===== src/rtl/mem_arb_pkg.sv =====
// Shared types and constants for the unified-memory port arbiter.
// The lane helper is used by both the request and response steering paths.
package mem_arb_pkg;

    typedef enum logic [1:0] {
        IDLE  = 2'd0,
        ISSUE = 2'd1,
        WAIT  = 2'd2,
        RESP  = 2'd3
    } arb_state_t;

    typedef enum logic {
        FETCH = 1'b0,
        DATA  = 1'b1
    } owner_t;

    localparam logic [1:0] WIDTH_B = 2'b00;
    localparam logic [1:0] WIDTH_H = 2'b01;
    localparam logic [1:0] WIDTH_W = 2'b10;

    localparam int LANES = 4;

    // Access is rejected when it crosses its natural boundary or uses the reserved width code.
    function automatic logic is_misaligned(input logic [1:0] width, input logic [1:0] off);
        logic bad;
        case (width)
            WIDTH_B: bad = 1'b0;
            WIDTH_H: bad = off[0];
            WIDTH_W: bad = (off != 2'b00);
            default: bad = 1'b1;
        endcase
        return bad;
    endfunction

endpackage


===== src/rtl/mem_lane_align.sv =====
// Byte-lane steering for a 32-bit memory: store-side byte enables and data replication,
// load-side right alignment with zero extension, and alignment checking of new requests.
module mem_lane_align
    import mem_arb_pkg::*;
(
    input  logic [1:0]  i_req_width,
    input  logic [1:0]  i_req_off,
    input  logic [31:0] i_req_wdata,
    output logic [3:0]  o_be,
    output logic [31:0] o_wdata,
    output logic        o_misaligned,
    input  logic [1:0]  i_rsp_width,
    input  logic [1:0]  i_rsp_off,
    input  logic [31:0] i_rsp_rdata,
    output logic [31:0] o_rdata
);

    logic [7:0] w_rsp_byte [LANES];

    genvar gi;
    generate
        for (gi = 0; gi < LANES; gi++) begin : g_lane
            assign w_rsp_byte[gi] = i_rsp_rdata[8*gi +: 8];
        end
    endgenerate

    assign o_misaligned = is_misaligned(i_req_width, i_req_off);

    always_comb begin
        o_be    = 4'b1111;
        o_wdata = i_req_wdata;
        case (i_req_width)
            WIDTH_B: begin
                o_be    = 4'b0001 << i_req_off;
                o_wdata = {4{i_req_wdata[7:0]}};
            end
            WIDTH_H: begin
                o_be    = 4'b0011 << i_req_off;
                o_wdata = {2{i_req_wdata[15:0]}};
            end
            default: begin
                o_be    = 4'b1111;
                o_wdata = i_req_wdata;
            end
        endcase
    end

    always_comb begin
        o_rdata = i_rsp_rdata;
        case (i_rsp_width)
            WIDTH_B: o_rdata = {24'd0, w_rsp_byte[i_rsp_off]};
            WIDTH_H: o_rdata = i_rsp_off[1] ? {16'd0, w_rsp_byte[3], w_rsp_byte[2]}
                                            : {16'd0, w_rsp_byte[1], w_rsp_byte[0]};
            default: o_rdata = i_rsp_rdata;
        endcase
    end

endmodule


===== src/rtl/mem_port_arbiter.sv =====
// Arbitrates instruction fetch and load/store onto one single-ported memory with one
// transaction outstanding; data wins unless fetch has waited through a full data streak.
module mem_port_arbiter
    import mem_arb_pkg::*;
#(
    parameter int ADDR_W         = 32,
    parameter int DATA_W         = 32,
    parameter int MAX_DATA_BURST = 4
) (
    input  logic              clk,
    input  logic              rst,
    input  logic              if_req,
    input  logic [ADDR_W-1:0] if_addr,
    output logic              if_gnt,
    output logic              if_rvalid,
    output logic [DATA_W-1:0] if_rdata,
    input  logic              d_req,
    input  logic              d_we,
    input  logic [1:0]        d_width,
    input  logic [ADDR_W-1:0] d_addr,
    input  logic [DATA_W-1:0] d_wdata,
    output logic              d_gnt,
    output logic              d_misaligned,
    output logic              d_rvalid,
    output logic [DATA_W-1:0] d_rdata,
    output logic              mem_req,
    output logic              mem_we,
    output logic [ADDR_W-1:0] mem_addr,
    output logic [3:0]        mem_be,
    output logic [DATA_W-1:0] mem_wdata,
    input  logic              mem_gnt,
    input  logic              mem_rvalid,
    input  logic [DATA_W-1:0] mem_rdata
);

    localparam logic [3:0]        STREAK_MAX = 4'(MAX_DATA_BURST);
    localparam logic [ADDR_W-1:0] WORD_MASK  = ~ADDR_W'(3);

    arb_state_t        r_state;
    arb_state_t        w_state_next;
    owner_t            r_owner;
    logic [3:0]        r_streak;
    logic              r_we;
    logic [ADDR_W-1:0] r_addr;
    logic [3:0]        r_be;
    logic [DATA_W-1:0] r_wdata;
    logic [1:0]        r_rsp_width;
    logic [1:0]        r_rsp_off;
    logic [DATA_W-1:0] r_if_rdata;
    logic [DATA_W-1:0] r_d_rdata;

    logic              w_data_first;
    logic              w_grant_d;
    logic              w_grant_f;
    logic [3:0]        w_be;
    logic [DATA_W-1:0] w_wdata_steered;
    logic [DATA_W-1:0] w_rdata_steered;
    logic              w_misaligned;
    logic [3:0]        w_streak_inc;

    mem_lane_align u_lane_align (
        .i_req_width (d_width),
        .i_req_off   (d_addr[1:0]),
        .i_req_wdata (d_wdata),
        .o_be        (w_be),
        .o_wdata     (w_wdata_steered),
        .o_misaligned(w_misaligned),
        .i_rsp_width (r_rsp_width),
        .i_rsp_off   (r_rsp_off),
        .i_rsp_rdata (mem_rdata),
        .o_rdata     (w_rdata_steered)
    );

    // Fetch overrides data only once data has won MAX_DATA_BURST times in a row.
    assign w_data_first = d_req && !(if_req && (r_streak == STREAK_MAX));
    assign w_streak_inc = (r_streak == STREAK_MAX) ? r_streak : r_streak + 4'd1;

    always_comb begin
        w_state_next = r_state;
        if_gnt       = 1'b0;
        d_gnt        = 1'b0;
        d_misaligned = 1'b0;
        w_grant_d    = 1'b0;
        w_grant_f    = 1'b0;
        case (r_state)
            IDLE: begin
                if (w_data_first) begin
                    d_gnt = 1'b1;
                    if (w_misaligned) begin
                        d_misaligned = 1'b1;
                    end else begin
                        w_grant_d    = 1'b1;
                        w_state_next = ISSUE;
                    end
                end else if (if_req) begin
                    if_gnt       = 1'b1;
                    w_grant_f    = 1'b1;
                    w_state_next = ISSUE;
                end
            end
            ISSUE: if (mem_gnt) w_state_next = WAIT;
            WAIT:  if (mem_rvalid) w_state_next = RESP;
            RESP:  w_state_next = IDLE;
            default: w_state_next = IDLE;
        endcase
    end

    always_ff @(posedge clk) begin
        if (rst) begin
            r_state     <= IDLE;
            r_owner     <= FETCH;
            r_streak    <= 4'd0;
            r_we        <= 1'b0;
            r_addr      <= '0;
            r_be        <= 4'd0;
            r_wdata     <= '0;
            r_rsp_width <= WIDTH_W;
            r_rsp_off   <= 2'd0;
            r_if_rdata  <= '0;
            r_d_rdata   <= '0;
        end else begin
            r_state <= w_state_next;
            if (w_grant_d) begin
                r_owner     <= DATA;
                r_streak    <= w_streak_inc;
                r_we        <= d_we;
                r_addr      <= d_addr & WORD_MASK;
                r_be        <= d_we ? w_be : 4'b1111;
                r_wdata     <= d_we ? w_wdata_steered : '0;
                r_rsp_width <= d_width;
                r_rsp_off   <= d_addr[1:0];
            end else if (w_grant_f) begin
                r_owner     <= FETCH;
                r_streak    <= 4'd0;
                r_we        <= 1'b0;
                r_addr      <= if_addr & WORD_MASK;
                r_be        <= 4'b1111;
                r_wdata     <= '0;
                r_rsp_width <= WIDTH_W;
                r_rsp_off   <= 2'd0;
            end
            // Responses are only taken in WAIT, so a stale ack after reset is dropped.
            if (r_state == WAIT && mem_rvalid) begin
                if (r_owner == FETCH) begin
                    r_if_rdata <= mem_rdata;
                end else begin
                    r_d_rdata <= r_we ? '0 : w_rdata_steered;
                end
            end
        end
    end

    assign mem_req   = (r_state == ISSUE);
    assign mem_we    = r_we;
    assign mem_addr  = r_addr;
    assign mem_be    = r_be;
    assign mem_wdata = r_wdata;

    assign if_rvalid = (r_state == RESP) && (r_owner == FETCH);
    assign d_rvalid  = (r_state == RESP) && (r_owner == DATA);
    assign if_rdata  = r_if_rdata;
    assign d_rdata   = r_d_rdata;

endmodule


===== config.mk =====
export PLATFORM = sky130hd
export DESIGN_NAME = mem_port_arbiter
export DESIGN_NICKNAME = d
export VERILOG_FILES = /design/src/rtl/mem_arb_pkg.sv /design/src/rtl/mem_lane_align.sv /design/src/rtl/mem_port_arbiter.sv
export SDC_FILE = /design/constraint.sdc
export NUM_CORES = 1
export LEC_CHECK = 0
export ABC_AREA = 1
export ABC_CLOCK_PERIOD_IN_PS = 1800
export CAP_MARGIN = 20
export CELL_PAD_IN_SITES_DETAIL_PLACEMENT = 1
export CELL_PAD_IN_SITES_GLOBAL_PLACEMENT = 2
export CORE_MARGIN = 4
export CORE_UTILIZATION = 22
export DETAILED_ROUTE_END_ITERATION = 7
export HOLD_SLACK_MARGIN = 0.03
export MAX_ROUTING_LAYER = met4
export PLACE_DENSITY = 0.8
export SYNTH_ARGS = -nofsm -noshare
export SYNTH_HDL_FRONTEND = slang
export SYNTH_SLANG_ARGS = --single-unit

===== constraint.sdc =====
create_clock -name clk -period 1.8 [get_ports clk]
set_input_delay 0.27 -clock clk [delete_from_list [all_inputs] [get_ports clk]]
set_output_delay 0.27 -clock clk [all_outputs]
set_load 0.01 [all_outputs]

==> out/qor.txt <==
Largest net degree at the start of global routing: 49
Setup WS pre-CTS: -0.400 ns
Clk sinks: 142
Clk_skew: 0.0181 ns
Synth area leader: dfxtp_1
Total GRT Usage: 0.174
Area added between synthesis and finish: 77.5%
Switching Power: 0.00412 W
Synth area leaders: dfxtp_1 43%, nand2_1 15%, nor2_1 7.6%, a21oi_1 7.5%, o21ai_0 6.6%
Compound-cell area share of the yosys netlist: 0.160
Wirelength, routed: 30.3 mm
IO buf count: 271
Sw Share: 0.339
CTS tree: done
Combinational share of power: 0.371
Largest family of logic cells by synthesized area: simple AND/OR/NAND/NOR gates
Setup violations, final: 18
Seq pwr share: 0.319
Critical path peak fanout: 8
Worst Setup End Kind: flip-flop
Critical path class: flip-flop to flip-flop
Setup TNS: -0.473 ns
Cell Count, Final, Fillers Out: 1666
P_int: 0.00805 W
Worst EP arrival: 2.22 ns
GPL Wtd Cong: 0.801
Reg2reg setup slack: -0.06 ns
Top-count cell post-synth: nand2_1
Final Max Slew Viols: 0
CTS buffer count: 17
Slew HR: 0.603
Initial antenna violation count: 3
Final core utilization: 0.400
Root buf cell: clkbuf_16
1st-iter DRT viols: 324
Clock slew at reported path FFs: 0.07 ns
Routed wire per std cell: 18.2 um
Remaining Overflow, GRT: 0
Avg Cell Area, Syn: 6.81 sq um
RSZ-0062 raised after global routing: true
# fillers: 3479
Clk_lat worst skew: 0.43 ns
Post-placement cell count: 1611
DRT antenna net count: 0
Sequential share of the synthesized area: 0.434
Synth Area in XOR/XNOR: 0.00134
Sequential cell area: 2850 sq um
Simple-Gate Fraction of Synth Area: 0.307
First-pass GRT wire length: 44.3 mm
Setup WS post-layout: -0.0591 ns
Share of the synthesized area in the top cell type: 0.434
Max VDD drop: 0.515 mV
Mapped Area: 6540 sq um
FP Rows: 62
Synth Area in Adders: 0.0134
HPWL after DPL: 20.8 mm
Worst path required time: 2.16 ns
Mux cell area share after synthesis: 0
Core Area: 29000 sq um
Failing checks: negative setup slack
Distinct cells, synth: 29
Share of cells above drive strength 1: 0.196
# nets final: 1410
Top cells by count, synth: 261 x nand2_1, 142 x dfxtp_1, 132 x nor2_1
Leak: 4.68 nW
Ys flop type: dfxtp_1
DR vias: 7459
Number of max-cap violations: 0
Slowest stage cell on the critical path: dfxtp_2
Synth Register Bits: 142
Power share of the clock group: 0.311
Initial cell density of the core: 0.226
H-tree depth: 4
Final hold vios: 0
Slowest stage delay, CP: 0.33 ns
DR DRC count: 0
Cell with the most instances on the worst path: nand4_1
Area of the die: 32600 sq um
Number of synthesized flops with an enable pin: 0
Crit-path cells: inv_2, ha_4, nand4_1, buf_4, nand4_1, buf_6, buf_12, nor2_8, clkbuf_16, nand2_4, a21oi_2
Number of vias per cell: 4.48
Syn Inst Count: 961
Die Width: 180 um
Startpoint Class: flip-flop
Tmin final: 1.86 ns
Least-Margin Pin Slew: 0.593 ns
Clk buf depth: 2
IO Count: 276
Fin crit share: 1.03
Synth warn: 0
Multi-input gate area: 3790 sq um
Status: finished with violations
Worst hold path type: input pin to flip-flop
First-pass iteration count of the detailed router: 4
Die Span Y: 180 um
Vias in the first global route: 7534
Pwr/cell area: 1050 nW/um^2
Max Fclk: 0.538 GHz
Post-synth ARST share: 0
[repair_timing]
item	in CTS	in global routing
pin swaps	6	78
hold buffers	0	0
gates cloned	0	13
buffers inserted	4	4
gates resized for setup	38	194
endpoints found under the setup margin	60	98
endpoints found under the hold margin	0	0
[power by group through the flow]
stage | registers, W | logic [W] | clock network, W
final | 0.00388 | 0.00451 | 0.00378
after global routing | 0.00394 | 0.00491 | 0.00403
after CTS | 0.00387 | 0.00382 | 0.00389
after detailed placement | 0.00393 | 0.00373 | 0
after global placement | 0.00392 | 0.00367 | 0
after floorplan | 0.00412 | 0.00151 | 0
[metrics by stage]
step           area [sq um]  total power, W  hold WS (ns)
2_1_floorplan          6550         0.00563         0.405
3_3_place_gp           9910         0.00759         0.451
3_5_place_dp           9910         0.00766         0.459
4_1_cts               10600          0.0116         0.317
5_1_grt               11600          0.0129         0.352
6_report              11600          0.0122         0.323
[placed cells by master, fill, tap and decap left out, types with 16 or more instances in the layout]
cell,instances
buf_4,46
nand2_2,32
clkdlybuf4s50_1,264
o21ai_0,75
nand2_4,30
a21oi_2,27
clkbuf_16,27
inv_1,49
dfxtp_1,140
nand3_1,41
nor2_1,118
nand3b_1,16
a21oi_1,71
nand2_1,199
o21ai_1,21
[kinds of logic (layout without fill, tap and decap cells)]
kind of cell	Yosys count	after routing
AO/OA/AOI/OAI	204	204
adder cells (fa/ha/maj)	7	7
AND/OR/NAND/NOR	485	485
flip-flops	142	142
buffers and inverters	121	438
XOR/XNOR	1	1
other	1	5
[flip-flops by register name, summed over array words and instances, names as in the netlist]
signal	cells
d_rdata	32
if_rdata	32
mem_wdata	32
mem_addr	30
mem_be	4
r_streak	4
r_rsp_off	2
r_rsp_width	2
r_state	2
mem_we	1
r_owner	1
[critical path, delay by kind of cell, from the launching register on]
family	cells	cell delay, ns
AO/OA/AOI/OAI	1	0.13
adder cells (fa/ha/maj)	1	0.15
buffers and inverters	5	0.73
flip-flops	1	0.33
AND/OR/NAND/NOR	4	0.46
[final cells by class]
type                            instances  share of cell area
Antenna cell                            3            0.000646
Clock buffer                           19              0.0373
Clock inverter                         13              0.0152
Inverter                               57              0.0191
Multi-Input combinational cell        699               0.326
Sequential cell                       142               0.245
Tap cell                              384              0.0414
Timing Repair Buffer                  349               0.315
[final timing paths]
check,startpoint,endpoint,cells after the start
worst max-delay path,r_streak[1],mem_wdata[20],11
worst min-delay path,rst,r_streak[3],3
worst max register to register,r_streak[1],mem_wdata[20],11
worst min register to register,d_rdata[2],d_rdata[2],2
[per-layer routing]
| layer | GRT usage | vias to the layer above | wire length [um] |
|---|---|---|---|
| li1 | - | 3717 | - |
| met1 | 0.222 | 3535 | 13700 |
| met2 | 0.274 | 186 | 14200 |
| met3 | 0.0523 | 21 | 1970 |
| met4 | 0.0414 | 0 | 331 |
| met5 | - | - | 0 |
No activity file was read; power rests on OpenSTA's default activity.
